<file path="src/rtl/count_pkg.sv">
// Shared encodings for the count sequencing controller.
//   state_e  : FSM state codes, also driven on the state output pins
//   SEL_*    : one-hot digit select codes for the time-shared 7-segment decoder
package count_pkg;

  typedef enum logic [1:0] {
    ST_IDLE  = 2'b00,
    ST_RUN   = 2'b01,
    ST_PAUSE = 2'b10
  } state_e;

  localparam logic [1:0] SEL_TENS = 2'b10;
  localparam logic [1:0] SEL_ONES = 2'b01;

endpackage

</file>
<file path="src/rtl/btn_edge.sv">
// Rising-edge detector for a debounced button level.
//   clk   : system clock
//   rst   : asynchronous active-low reset
//   level : debounced button level
//   rise  : high for the single cycle in which level first reads 1
// History resets to 1 so a button held through reset is not seen as a press.
module btn_edge (
  input  logic clk,
  input  logic rst,
  input  logic level,
  output logic rise
);

  logic prev_q, prev_d;

  assign prev_d = level;
  assign rise   = level & ~prev_q;

  always_ff @(posedge clk or negedge rst) begin
    if (!rst) begin
      prev_q <= 1'b1;
    end else begin
      prev_q <= prev_d;
    end
  end

endmodule

</file>
<file path="src/rtl/count_seq_ctrl.sv">
// Sequencing controller for a 0..MAX_COUNT display counter.
//   clk, rst      : clock, asynchronous active-low reset
//   btn_pause     : debounced level, rising edge toggles run/pause (starts from IDLE)
//   btn_clear     : debounced level, rising edge returns to IDLE with count 0
//   count         : current binary count
//   count_tick    : 1-cycle pulse with the cycle in which an increment/wrap is visible
//   wrap          : 1-cycle pulse with count_tick when count went MAX_COUNT -> 0
//   state         : 00 IDLE, 01 RUN, 10 PAUSE
//   digit_sel     : 10 tens, 01 ones; toggles every SCAN_DIV cycles
//   digit_val     : BCD value of the selected digit, registered with digit_sel
module count_seq_ctrl
  import count_pkg::*;
#(
  parameter int unsigned TICK_DIV  = 100,
  parameter int unsigned SCAN_DIV  = 4,
  parameter int unsigned MAX_COUNT = 19,
  parameter int unsigned CNT_W     = 7
) (
  input  logic             clk,
  input  logic             rst,
  input  logic             btn_pause,
  input  logic             btn_clear,
  output logic [CNT_W-1:0] count,
  output logic             count_tick,
  output logic             wrap,
  output logic [1:0]       state,
  output logic [1:0]       digit_sel,
  output logic [3:0]       digit_val
);

  localparam int unsigned PrescW = (TICK_DIV > 1) ? $clog2(TICK_DIV) : 1;
  localparam int unsigned ScanW  = (SCAN_DIV > 1) ? $clog2(SCAN_DIV) : 1;

  // Tens/ones split for 0..99 by a fixed chain of subtract-10 steps.
  function automatic logic [7:0] bcd_split(input logic [6:0] v);
    logic [6:0] r;
    logic [3:0] t;
    r = v;
    t = 4'd0;
    for (int i = 0; i < 9; i++) begin
      if (r >= 7'd10) begin
        r = r - 7'd10;
        t = t + 4'd1;
      end
    end
    return {t, r[3:0]};
  endfunction

  logic pause_rise, clear_rise;

  btn_edge u_pause_edge (
    .clk   (clk),
    .rst   (rst),
    .level (btn_pause),
    .rise  (pause_rise)
  );

  btn_edge u_clear_edge (
    .clk   (clk),
    .rst   (rst),
    .level (btn_clear),
    .rise  (clear_rise)
  );

  state_e             state_q, state_d;
  logic [CNT_W-1:0]   count_q, count_d;
  logic [PrescW-1:0]  presc_q, presc_d;
  logic               tick_q, tick_d;
  logic               wrap_q, wrap_d;
  logic [ScanW-1:0]   scan_q, scan_d;
  logic [1:0]         sel_q, sel_d;
  logic [3:0]         dval_q, dval_d;
  logic [7:0]         bcd;

  // Sequencing: clear wins over pause; any press in a cycle drops that cycle's tick.
  always_comb begin
    state_d = state_q;
    count_d = count_q;
    presc_d = presc_q;
    tick_d  = 1'b0;
    wrap_d  = 1'b0;
    if (clear_rise) begin
      state_d = ST_IDLE;
      count_d = '0;
      presc_d = '0;
    end else if (pause_rise) begin
      unique case (state_q)
        ST_IDLE: begin
          state_d = ST_RUN;
          presc_d = '0;
        end
        ST_RUN:   state_d = ST_PAUSE;
        ST_PAUSE: state_d = ST_RUN;
        default: begin
          state_d = ST_IDLE;
          count_d = '0;
          presc_d = '0;
        end
      endcase
    end else begin
      unique case (state_q)
        ST_RUN: begin
          if (presc_q == PrescW'(TICK_DIV - 1)) begin
            presc_d = '0;
            tick_d  = 1'b1;
            if (count_q == CNT_W'(MAX_COUNT)) begin
              count_d = '0;
              wrap_d  = 1'b1;
            end else begin
              count_d = count_q + CNT_W'(1);
            end
          end else begin
            presc_d = presc_q + PrescW'(1);
          end
        end
        // Prescaler holds so a resume finishes the interrupted interval.
        ST_PAUSE: presc_d = presc_q;
        ST_IDLE:  presc_d = '0;
        default: begin
          state_d = ST_IDLE;
          count_d = '0;
          presc_d = '0;
        end
      endcase
    end
  end

  // Display scan runs in every state; digit value follows the select it is paired with.
  always_comb begin
    sel_d  = sel_q;
    scan_d = scan_q + ScanW'(1);
    if (scan_q == ScanW'(SCAN_DIV - 1)) begin
      scan_d = '0;
      sel_d  = (sel_q == SEL_TENS) ? SEL_ONES : SEL_TENS;
    end
    bcd    = bcd_split(7'(count_q));
    dval_d = (sel_d == SEL_TENS) ? bcd[7:4] : bcd[3:0];
  end

  always_ff @(posedge clk or negedge rst) begin
    if (!rst) begin
      state_q <= ST_IDLE;
      count_q <= '0;
      presc_q <= '0;
      tick_q  <= 1'b0;
      wrap_q  <= 1'b0;
      scan_q  <= '0;
      sel_q   <= SEL_ONES;
      dval_q  <= 4'd0;
    end else begin
      state_q <= state_d;
      count_q <= count_d;
      presc_q <= presc_d;
      tick_q  <= tick_d;
      wrap_q  <= wrap_d;
      scan_q  <= scan_d;
      sel_q   <= sel_d;
      dval_q  <= dval_d;
    end
  end

  assign count      = count_q;
  assign count_tick = tick_q;
  assign wrap       = wrap_q;
  assign state      = state_q;
  assign digit_sel  = sel_q;
  assign digit_val  = dval_q;

endmodule

</file>
<file path="config.mk">
export PLATFORM = sky130hd
export DESIGN_NAME = count_seq_ctrl
export DESIGN_NICKNAME = d
export VERILOG_FILES = /design/src/rtl/count_pkg.sv /design/src/rtl/btn_edge.sv /design/src/rtl/count_seq_ctrl.sv
export SDC_FILE = /design/constraint.sdc
export NUM_CORES = 1
export LEC_CHECK = 0
export CORE_MARGIN = 2
export CORE_UTILIZATION = 55
export DETAILED_ROUTE_END_ITERATION = 16
export GPL_ROUTABILITY_DRIVEN = 0
export PLACE_DENSITY = 0.84
export SYNTH_ARGS = -nofsm -noshare
export SYNTH_HDL_FRONTEND = slang
export SYNTH_SLANG_ARGS = --single-unit
export TNS_END_PERCENT = 30
</file>
<file path="constraint.sdc">
create_clock -name clk -period 12.53 [get_ports clk]
set_clock_uncertainty 0.1 [all_clocks]
set_input_delay 2.506 -clock clk [delete_from_list [all_inputs] [get_ports clk]]
set_output_delay 2.506 -clock clk [all_outputs]
set_load 0.05 [all_outputs]
</file>
==> flow_summary.toml, run 1 <==
[run_status]
status = "completed"

[drt]
ant_nets = 0
wl_per_cell_um = 15.7
dr.first_iter.drc_count = 268
drc_errors = 0
wl_met2_um = 5090
routed.top_layer = "met4"
met3WireLength_um = 521
vias = 4167
m1WireLength_um = 4430
dr.pass1.iters = 5
drt-total-wl_um = 10100
via_per_inst = 6.45

[worst_setup_path]
r2r_cells = 56
slowest_stage = "dfrtp_2"
rr_startpoint = "count[2]"
arrival_ns = 11.75
crit_fanout = 14
r2r_slack_ns = 0.89
end_kind = "flip-flop"
cp.required_ns = 12.64
critPathMostFrequentCell = "ha_1"
critPathKind = "flip-flop to flip-flop"
max_stage_delay_ns = 0.50
rr_endpoint = "digit_val[3]"
critical_path.startpoint = "count[2]"
start_kind = "flip-flop"

[sta]
setup-tns-final_ns = 0
slew_headroom_pct = 55.4
setup_viol_count_final = 0
whs_ns = 0.329
slew_viol_final = 0
min_period_over_period_pct = 92.9
hold_violations = 0
rsz0062_at_grt = "no"
period_minus_slack_ns = 11.64
fmax_mhz = 85.9
worstMarginPinSlew_ns = 0.669

[synth]
synthTopCellsByArea = "dfrtp_1 (15%), ha_1 (7.9%), nand2_1 (5.2%), xnor2_1 (5.1%), o21ai_0 (4.5%)"
synth_edf_count = 0
ys_types = 88
postSynthAreaPerCell_um2 = 7.66
synth-main-ff-cell = "dfrtp_1"
async_flop_share_pct = 100
seq_area_frac_synth_pct = 17.1
syn_nets = 569
synth_top_area_cell = "dfrtp_1"
synth-seq-cells = 28
syn_area_mm2 = 0.00413
yosysTopAreaCellShare_pct = 15.2
synthCells = 539
yosys_warnings = 0

[floorplanning]
start_util_pct = 56.9
ios = 21
core_region_area_mm2 = 0.00725
fp.dieW_um = 90.6
rows = 31
dieArea_mm2 = 0.00822
die_h_um = 90.6

[clocking]
clkLatencyLatePin_ns = 0.28
cts_tree = "done"
path_clk_slew_ns = 0.09
clock_sinks = 28
clock-root-buffer = "clkbuf_8"
cts_max_level = 1
clock_path_buffers = 2
cts_buffers = 3

[final_layout]
drive_above_1_share_pct = 11.5
diodes = 0
final_core_util_pct = 61.8
fin_nets = 578
syn2layout_area_growth_pct = 8.52
fin_area_mm2 = 0.00448

[flow_run]
cap_viol_max_count = 0

[power_and_ir_drop]
power.leakage_uw = 0.00183
vdd_drop_max_uv = 88.7
power.density_mw_per_mm2 = 53.6
power.total_uw = 240

[global_route]
antenna_found_initial = 0
grt_pass1_wl_um = 17400
grt_max_degree = 29
grt_overflow = 0
grt_pass1_vias = 3937
grt.total_usage_pct = 24.2

[place]
io_buffers = 20
post-dp-hpwl_um = 7670
place_area_mm2 = 0.00435

[min_path]
min_to = "scan_q[0]"
hp-class = "flip-flop to flip-flop"
min_from = "scan_q[0]"
worstHoldPathCells = 1
==> stage by stage <==
step           std cells  setup slack, ns
2_1_floorplan        539             1.43
3_3_place_gp         640            0.798
3_5_place_dp         640            0.345
4_1_cts              644            0.286
5_1_grt              646         0.000142
6_report             646            0.891
==> state kept, by name, summed over array words and instances (netlist names) <==
signal / count
wrap: 1
presc_q: 7
u_clear_edge.prev_q: 1
scan_q: 2
digit_sel: 2
count: 7
count_tick: 1
digit_val: 4
u_pause_edge.prev_q: 1
state: 2
==> routing by layer <==
metal  global-route usage (%)  vias up
li1                         -     2036
met1                     31.5     1993
met2                     42.5      123
met3                     2.59       15
met4                     6.41        0
met5                        0        -
==> cell usage after synthesis (3+ instances only) <==
cell / number
and3_1: 10
xnor2_1: 24
inv_1: 24
o21a_1: 9
nand3_1: 20
mux2_2: 9
nor2b_1: 9
nor2_1: 41
ha_1: 26
nand2b_1: 13
clkbuf_1: 7
dfstp_2: 3
o22ai_1: 4
a211oi_1: 4
mux2i_1: 9
or3_1: 5
or4_1: 3
or2_2: 5
buf_6: 3
a31o_2: 3
a21oi_1: 21
o21ai_1: 11
o32ai_1: 5
dfrtp_1: 25
buf_4: 3
a21o_1: 7
nand2_1: 57
o21ai_0: 37
buf_2: 8
a21boi_1: 3
and2_1: 7
a221o_1: 4
o31ai_1: 8
nand4_1: 4
xor2_1: 7
nor3_1: 21
o211a_1: 3
o221ai_1: 5
o211ai_1: 4
==> placed cells by master, fill, tap and decap left out, drive strengths merged, types with 9 or more instances in the layout <==
master          n
clkdlybuf4s50  20
nor3           24
nand3          21
mux2i          10
ha             26
o21a            9
o31ai          10
nor2           42
a21oi          22
o21ai          49
inv            24
nand2b         13
and3           11
dfrtp          25
xnor2          24
mux2            9
nor2b           9
nand2          57
==> critical path, delay by kind of cell (launching register included) <==
family | cells | cell delay (ns)
buf+inv | 9 | 0.91
compound gates | 18 | 3.49
xor+xnor | 1 | 0.16
simple gates | 16 | 3.60
mux | 3 | 0.89
fa+ha+maj | 9 | 1.90
flops | 1 | 0.50
==> where the power goes <==
group | internal (uW) | switching (uW)
logic | 24.4 | 46.3
registers | 94.3 | 3.79
clock network | 42.8 | 28.5
==> worst max path at each step <==
| stage | to |
|---|---|
| 2_1_floorplan | digit_val[3] |
| 3_3_place_gp | digit_val[1] |
| 3_5_place_dp | digit_val[3] |
| 4_1_cts | digit_val[3] |
| 5_1_grt | digit_val[3] |
| 6_report | digit_val[3] |
==> logic make-up (layout without fill, tap and decap cells) <==
group | count (synthesis) | in the layout | share of synthesized area (%)
buffers and inverters | 45 | 53 | 5.15
adder cells (fa/ha/maj) | 26 | 26 | 7.88
XOR/XNOR | 31 | 31 | 6.58
AND/OR/NAND/NOR | 219 | 219 | 27.8
multiplexers | 19 | 19 | 4.97
flip-flops | 28 | 28 | 17.1
AO/OA/AOI/OAI | 171 | 171 | 30.5
==> layout make-up <==
type | count | area, um2
Multi-Input combinational cell | 466 | 3250
Timing Repair Buffer | 25 | 238
Clock buffer | 3 | 41.3
Fill cell | 623 | 2770
Inverter | 24 | 90.1
Clock inverter | 1 | 30.0
Tap cell | 99 | 124
Sequential cell | 28 | 707
==> what timing repair did <==
action	in CTS	in global routing
setup endpoints to repair	0	4
resized for setup	0	12
setup buffers	0	2
hold buffers	0	0
No activity file was read; power rests on OpenSTA's default activity.
==> run 2, diff against run 1 <==
--- a/config.mk
+++ b/config.mk
@@ -6,10 +6,11 @@
 export NUM_CORES = 1
 export LEC_CHECK = 0
 export CORE_MARGIN = 2
-export CORE_UTILIZATION = 55
+export CORE_UTILIZATION = 62
+export CTS_CLUSTER_DIAMETER = 40
 export DETAILED_ROUTE_END_ITERATION = 16
 export GPL_ROUTABILITY_DRIVEN = 0
-export PLACE_DENSITY = 0.84
+export PLACE_DENSITY = 0.92
 export SYNTH_ARGS = -nofsm -noshare
 export SYNTH_HDL_FRONTEND = slang
 export SYNTH_SLANG_ARGS = --single-unit
==> flow_summary.toml, run 2 (same netlist as run 1, synthesis figures left out) <==
[run_status]
status = "completed"

[place]
io_buffers = 20
post-dp-hpwl_um = 7530
pre_cts_ws_ns = 0.0858

[global_route]
grt_pass1_vias = 3976
grt_pass1_wl_um = 17500
grt_overflow = 0
grt_max_degree = 29
grt.total_usage_pct = 27.8
antenna_found_initial = 0

[clocking]
cts_buffers = 3
clock_path_buffers = 2
cts_max_level = 1
holdBufCountCts = 0
path_clk_slew_ns = 0.09
cts_tree = "done"
clock_sinks = 28
clock-root-buffer = "clkbuf_8"
clkLatencyLatePin_ns = 0.27

[sta]
hold_violations = 0
slew_headroom_pct = 47.0
setup_viol_count_final = 0
whs_ns = 0.357
min_period_over_period_pct = 94.7
layout_setup_ws_ns = 0.660
worstMarginPinSlew_ns = 0.793
fmax_mhz = 84.2
slew_viol_final = 0
period_minus_slack_ns = 11.87

[power_and_ir_drop]
pwr-share-comb_pct = 31.8
p_sw_uw = 77.3
power.leakage_uw = 0.00183
power.density_mw_per_mm2 = 50.3
seqPwrFrac_pct = 43.7
vdd_drop_max_uv = 78.3
switching_share_pct = 34.4
intPower_uw = 147
clock_power_share_pct = 24.5

[worst_setup_path]
crit_fanout = 15
start_kind = "flip-flop"
slowest_stage = "dfrtp_2"
critPathKind = "flip-flop to flip-flop"
end_kind = "flip-flop"
cp.required_ns = 12.63
max_stage_delay_ns = 0.49
critPathMostFrequentCell = "ha_1"
arrival_ns = 11.97
r2r_cells = 54

[drt]
wl_per_cell_um = 16.9
dr.pass1.iters = 5
vias = 4312
dr.first_iter.drc_count = 531
via_per_inst = 6.92
ant_nets = 0
drc_errors = 0
drt-total-wl_um = 10500

[floorplanning]
fp.dieW_um = 85.6
core_region_area_mm2 = 0.00639
rows = 29
start_util_pct = 64.7
ios = 21
die_h_um = 85.6
dieArea_mm2 = 0.00733

[min_path]
worstHoldPathCells = 1
hp-class = "flip-flop to flip-flop"

[flow_run]
cap_viol_max_count = 0

[final_layout]
layout_commonest_cell = "nand2_1"
nFillCells = 474
layout_common_cells = "nand2_1 (55), nor2_1 (41), o21ai_0 (35), ha_1 (26), inv_1 (24)"
drive_above_1_share_pct = 11.9
fin_nets = 577
syn2layout_area_growth_pct = 8.06
diodes = 0
[run 2: stage by stage]
stage / cell area [um2] / setup TNS (ns) / cells / utilization [%] / total power, uW
global placement: 4330 / 0 / 618 / 67.7 / 166
CTS: 4380 / 0 / 622 / 68.6 / 222
finish: 4460 / 0 / 623 / 69.9 / 225
detailed placement: 4330 / 0 / 618 / 67.7 / 168
floorplan: 4130 / 0 / 539 / - / 148
global route: 4460 / -0.0658 / 623 / 69.9 / 235
[run 2: area by class of cell]
class | instances | area, um2 | area share (%)
tap | 77 | 96.3 | 2.16
multi-input combinational | 466 | 3280 | 73.6
timing repair buffer | 24 | 230 | 5.16
sequential | 28 | 707 | 15.8
clock buffer | 4 | 55.1 | 1.23
inverter | 24 | 90.1 | 2.02
[run 2: what timing repair did]
item | CTS | global route
buffers inserted | 0 | 1
gates resized for setup | 0 | 18
endpoints found under the setup margin | 0 | 4
endpoints found under the hold margin | 0 | 0
[run 2: power groups by stage]
stage | clock network [uW] | logic (uW) | registers, uW
2_1_floorplan | 0 | 38.8 | 109
3_3_place_gp | 0 | 66.6 | 99.4
3_5_place_dp | 0 | 68.0 | 99.7
4_1_cts | 55.4 | 68.5 | 98.0
5_1_grt | 58.1 | 77.9 | 98.6
6_report | 55.0 | 71.3 | 98.2
[run 2: layer usage]
layer / track usage, % / vias up / routed length, um
met5: 0 / - / 0
li1: - / 2028 / -
met3: 1.83 / 40 / 662
met2: 49.5 / 226 / 5130
met4: 8.23 / 0 / 318
met1: 36.2 / 2018 / 4430
[run 2: path summary, 6_finish.rpt]
check / startpoint / end / slack (ns)
max: count[2] / digit_val[1] / 0.66
min: scan_q[0] / scan_q[0] / 0.36
max reg2reg: count[2] / digit_val[1] / 0.66
min reg2reg: scan_q[0] / scan_q[0] / 0.36
max in group asynchronous: rst / u_pause_edge.prev_q / 9.55
min in group asynchronous: rst / presc_q[1] / 2.49
[run 2: critical path: cells and delay by family, from the launching register on]
| family | cells | cell delay [ns] |
|---|---|---|
| and+or+nand+nor | 13 | 2.77 |
| AOI/OAI and AO/OA | 17 | 3.89 |
| buffers and inverters | 8 | 0.84 |
| DFF | 1 | 0.49 |
| muxes | 6 | 1.65 |
| xor gates and xnor gates | 2 | 0.38 |
| adders and majority gates | 8 | 1.63 |
==> run 3, diff against run 2 <==
--- a/config.mk
+++ b/config.mk
@@ -10,6 +10,8 @@
 export CTS_CLUSTER_DIAMETER = 40
 export DETAILED_ROUTE_END_ITERATION = 16
 export GPL_ROUTABILITY_DRIVEN = 0
+export HOLD_SLACK_MARGIN = 0.02
+export MAX_ROUTING_LAYER = met4
 export PLACE_DENSITY = 0.92
 export SYNTH_ARGS = -nofsm -noshare
 export SYNTH_HDL_FRONTEND = slang
==> flow_summary.toml, run 3 (same netlist as run 1, synthesis figures left out) <==
[run_status]
status = "completed"

[worst_setup_path]
start_kind = "flip-flop"
critPathKind = "flip-flop to flip-flop"
max_stage_delay_ns = 0.49
slowest_stage = "dfrtp_2"
critPathMostFrequentCell = "ha_1"
crit_fanout = 15
end_kind = "flip-flop"
arrival_ns = 11.96
cp.required_ns = 12.63

[sta]
min_period_over_period_pct = 94.6
period_minus_slack_ns = 11.86
setup-tns-final_ns = 0
slew_viol_final = 0
worstMarginPinSlew_ns = 0.754
setup_viol_count_final = 0
fmax_mhz = 84.3
hold_violations = 0
slew_headroom_pct = 49.6

[drt]
m1WireLength_um = 4380
via_per_inst = 6.88
vias = 4284
dr.pass1.iters = 6
dr.first_iter.drc_count = 468
wl_per_cell_um = 16.9
drt-total-wl_um = 10500
routed.top_layer = "met4"
drc_errors = 0
met3WireLength_um = 651
ant_nets = 0
wl_met2_um = 5170

[floorplanning]
core_region_area_mm2 = 0.00639
rows = 29
fp.dieW_um = 85.6
dieArea_mm2 = 0.00733
ios = 21
start_util_pct = 64.7
die_h_um = 85.6

[global_route]
grt_overflow = 0
grt_pass1_wl_um = 17500
grt_pass1_vias = 3975
antenna_found_initial = 0
grt_max_degree = 29
grt.total_usage_pct = 28.7

[power_and_ir_drop]
power.density_mw_per_mm2 = 50.5
vdd_drop_max_uv = 78.3
power.leakage_uw = 0.00182
power.total_uw = 224

[clocking]
cts_max_level = 1
clkLatencyLatePin_ns = 0.27
clock-root-buffer = "clkbuf_8"
path_clk_slew_ns = 0.09
clock_path_buffers = 2
cts_buffers = 3
cts_tree = "done"
clock_sinks = 28

[min_path]
hp-class = "flip-flop to flip-flop"

[place]
dp.cells = 618
place_area_mm2 = 0.00433
post-dp-hpwl_um = 7530
io_buffers = 20

[final_layout]
diodes = 0
layout_commonest_cell = "nand2_1"
multiInputGateArea_mm2 = 0.00326
final_core_util_pct = 69.6
fin_area_mm2 = 0.00444
syn2layout_area_growth_pct = 7.61
nFillCells = 476
instances_no_fill = 623
drive_above_1_share_pct = 11.7
regArea_um2 = 707
layout_common_cells = "nand2_1 (55), nor2_1 (41), o21ai_0 (35), ha_1 (26), inv_1 (24)"
fin_nets = 577

[flow_run]
cap_viol_max_count = 0
run 3: changes by cell type in the layout (fill, tap and decap cells not counted):
cell / change
xnor2_1: +1
xnor2_4: -1
run 3: report_power, final:
group / internal (uW) / switching (uW) / total [uW]
clock: 28.2 / 27.1 / 55.2
sequential: 94.3 / 3.90 / 98.2
combinational: 24.4 / 46.3 / 70.8
run 3: repair_timing:
action / CTS / global route
setup buffers: 0 / 1
endpoints found under the hold margin: 0 / 0
hold buffers: 0 / 0
endpoints found under the setup margin: 0 / 4
gates resized for setup: 0 / 16
run 3: per-stage QoR:
stage / setup WS [ns] / hold slack (ns)
global route: -0.0749 / 0.385
CTS: 0.0444 / 0.355
detailed placement: 0.0858 / 0.323
floorplan: 1.43 / 0.303
finish: 0.674 / 0.354
global placement: 0.701 / 0.314
run 3: critical path, delay by kind of cell, from the launching register on:
| family | cells | cell delay (ns) |
|---|---|---|
| adder cells (fa/ha/maj) | 8 | 1.63 |
| multiplexers | 6 | 1.63 |
| AO/OA/AOI/OAI | 18 | 4.03 |
| XOR/XNOR | 1 | 0.16 |
| AND/OR/NAND/NOR | 14 | 2.86 |
| flip-flops | 1 | 0.49 |
| buffers and inverters | 8 | 0.84 |
run 3: final timing paths:
| kind | startpoint | endpoint | slack (ns) | depth (start not counted) |
|---|---|---|---|---|
| worst min register to register | scan_q[0] | scan_q[0] | 0.35 | 1 |
| max in group asynchronous | rst | u_pause_edge.prev_q | 9.55 | 2 |
| worst max-delay path | count[2] | digit_val[1] | 0.67 | 55 |
| min in group asynchronous | rst | presc_q[1] | 2.48 | 2 |
| worst min-delay path | scan_q[0] | scan_q[0] | 0.35 | 1 |
| worst max register to register | count[2] | digit_val[1] | 0.67 | 55 |
run 3: per-layer routing:
layer | global-route usage (%) | vias up
li1 | - | 2024
met1 | 36.4 | 2002
met2 | 49.6 | 210
met3 | 1.73 | 48
met4 | 8.23 | 0
met5 | - | -
run 3: cell type report:
type	count	share of cell area (%)
clock buffer	4	1.24
inverter	24	2.03
multi-input combinational	466	73.5
sequential	28	15.9
tap	77	2.17
timing repair buffer	24	5.18
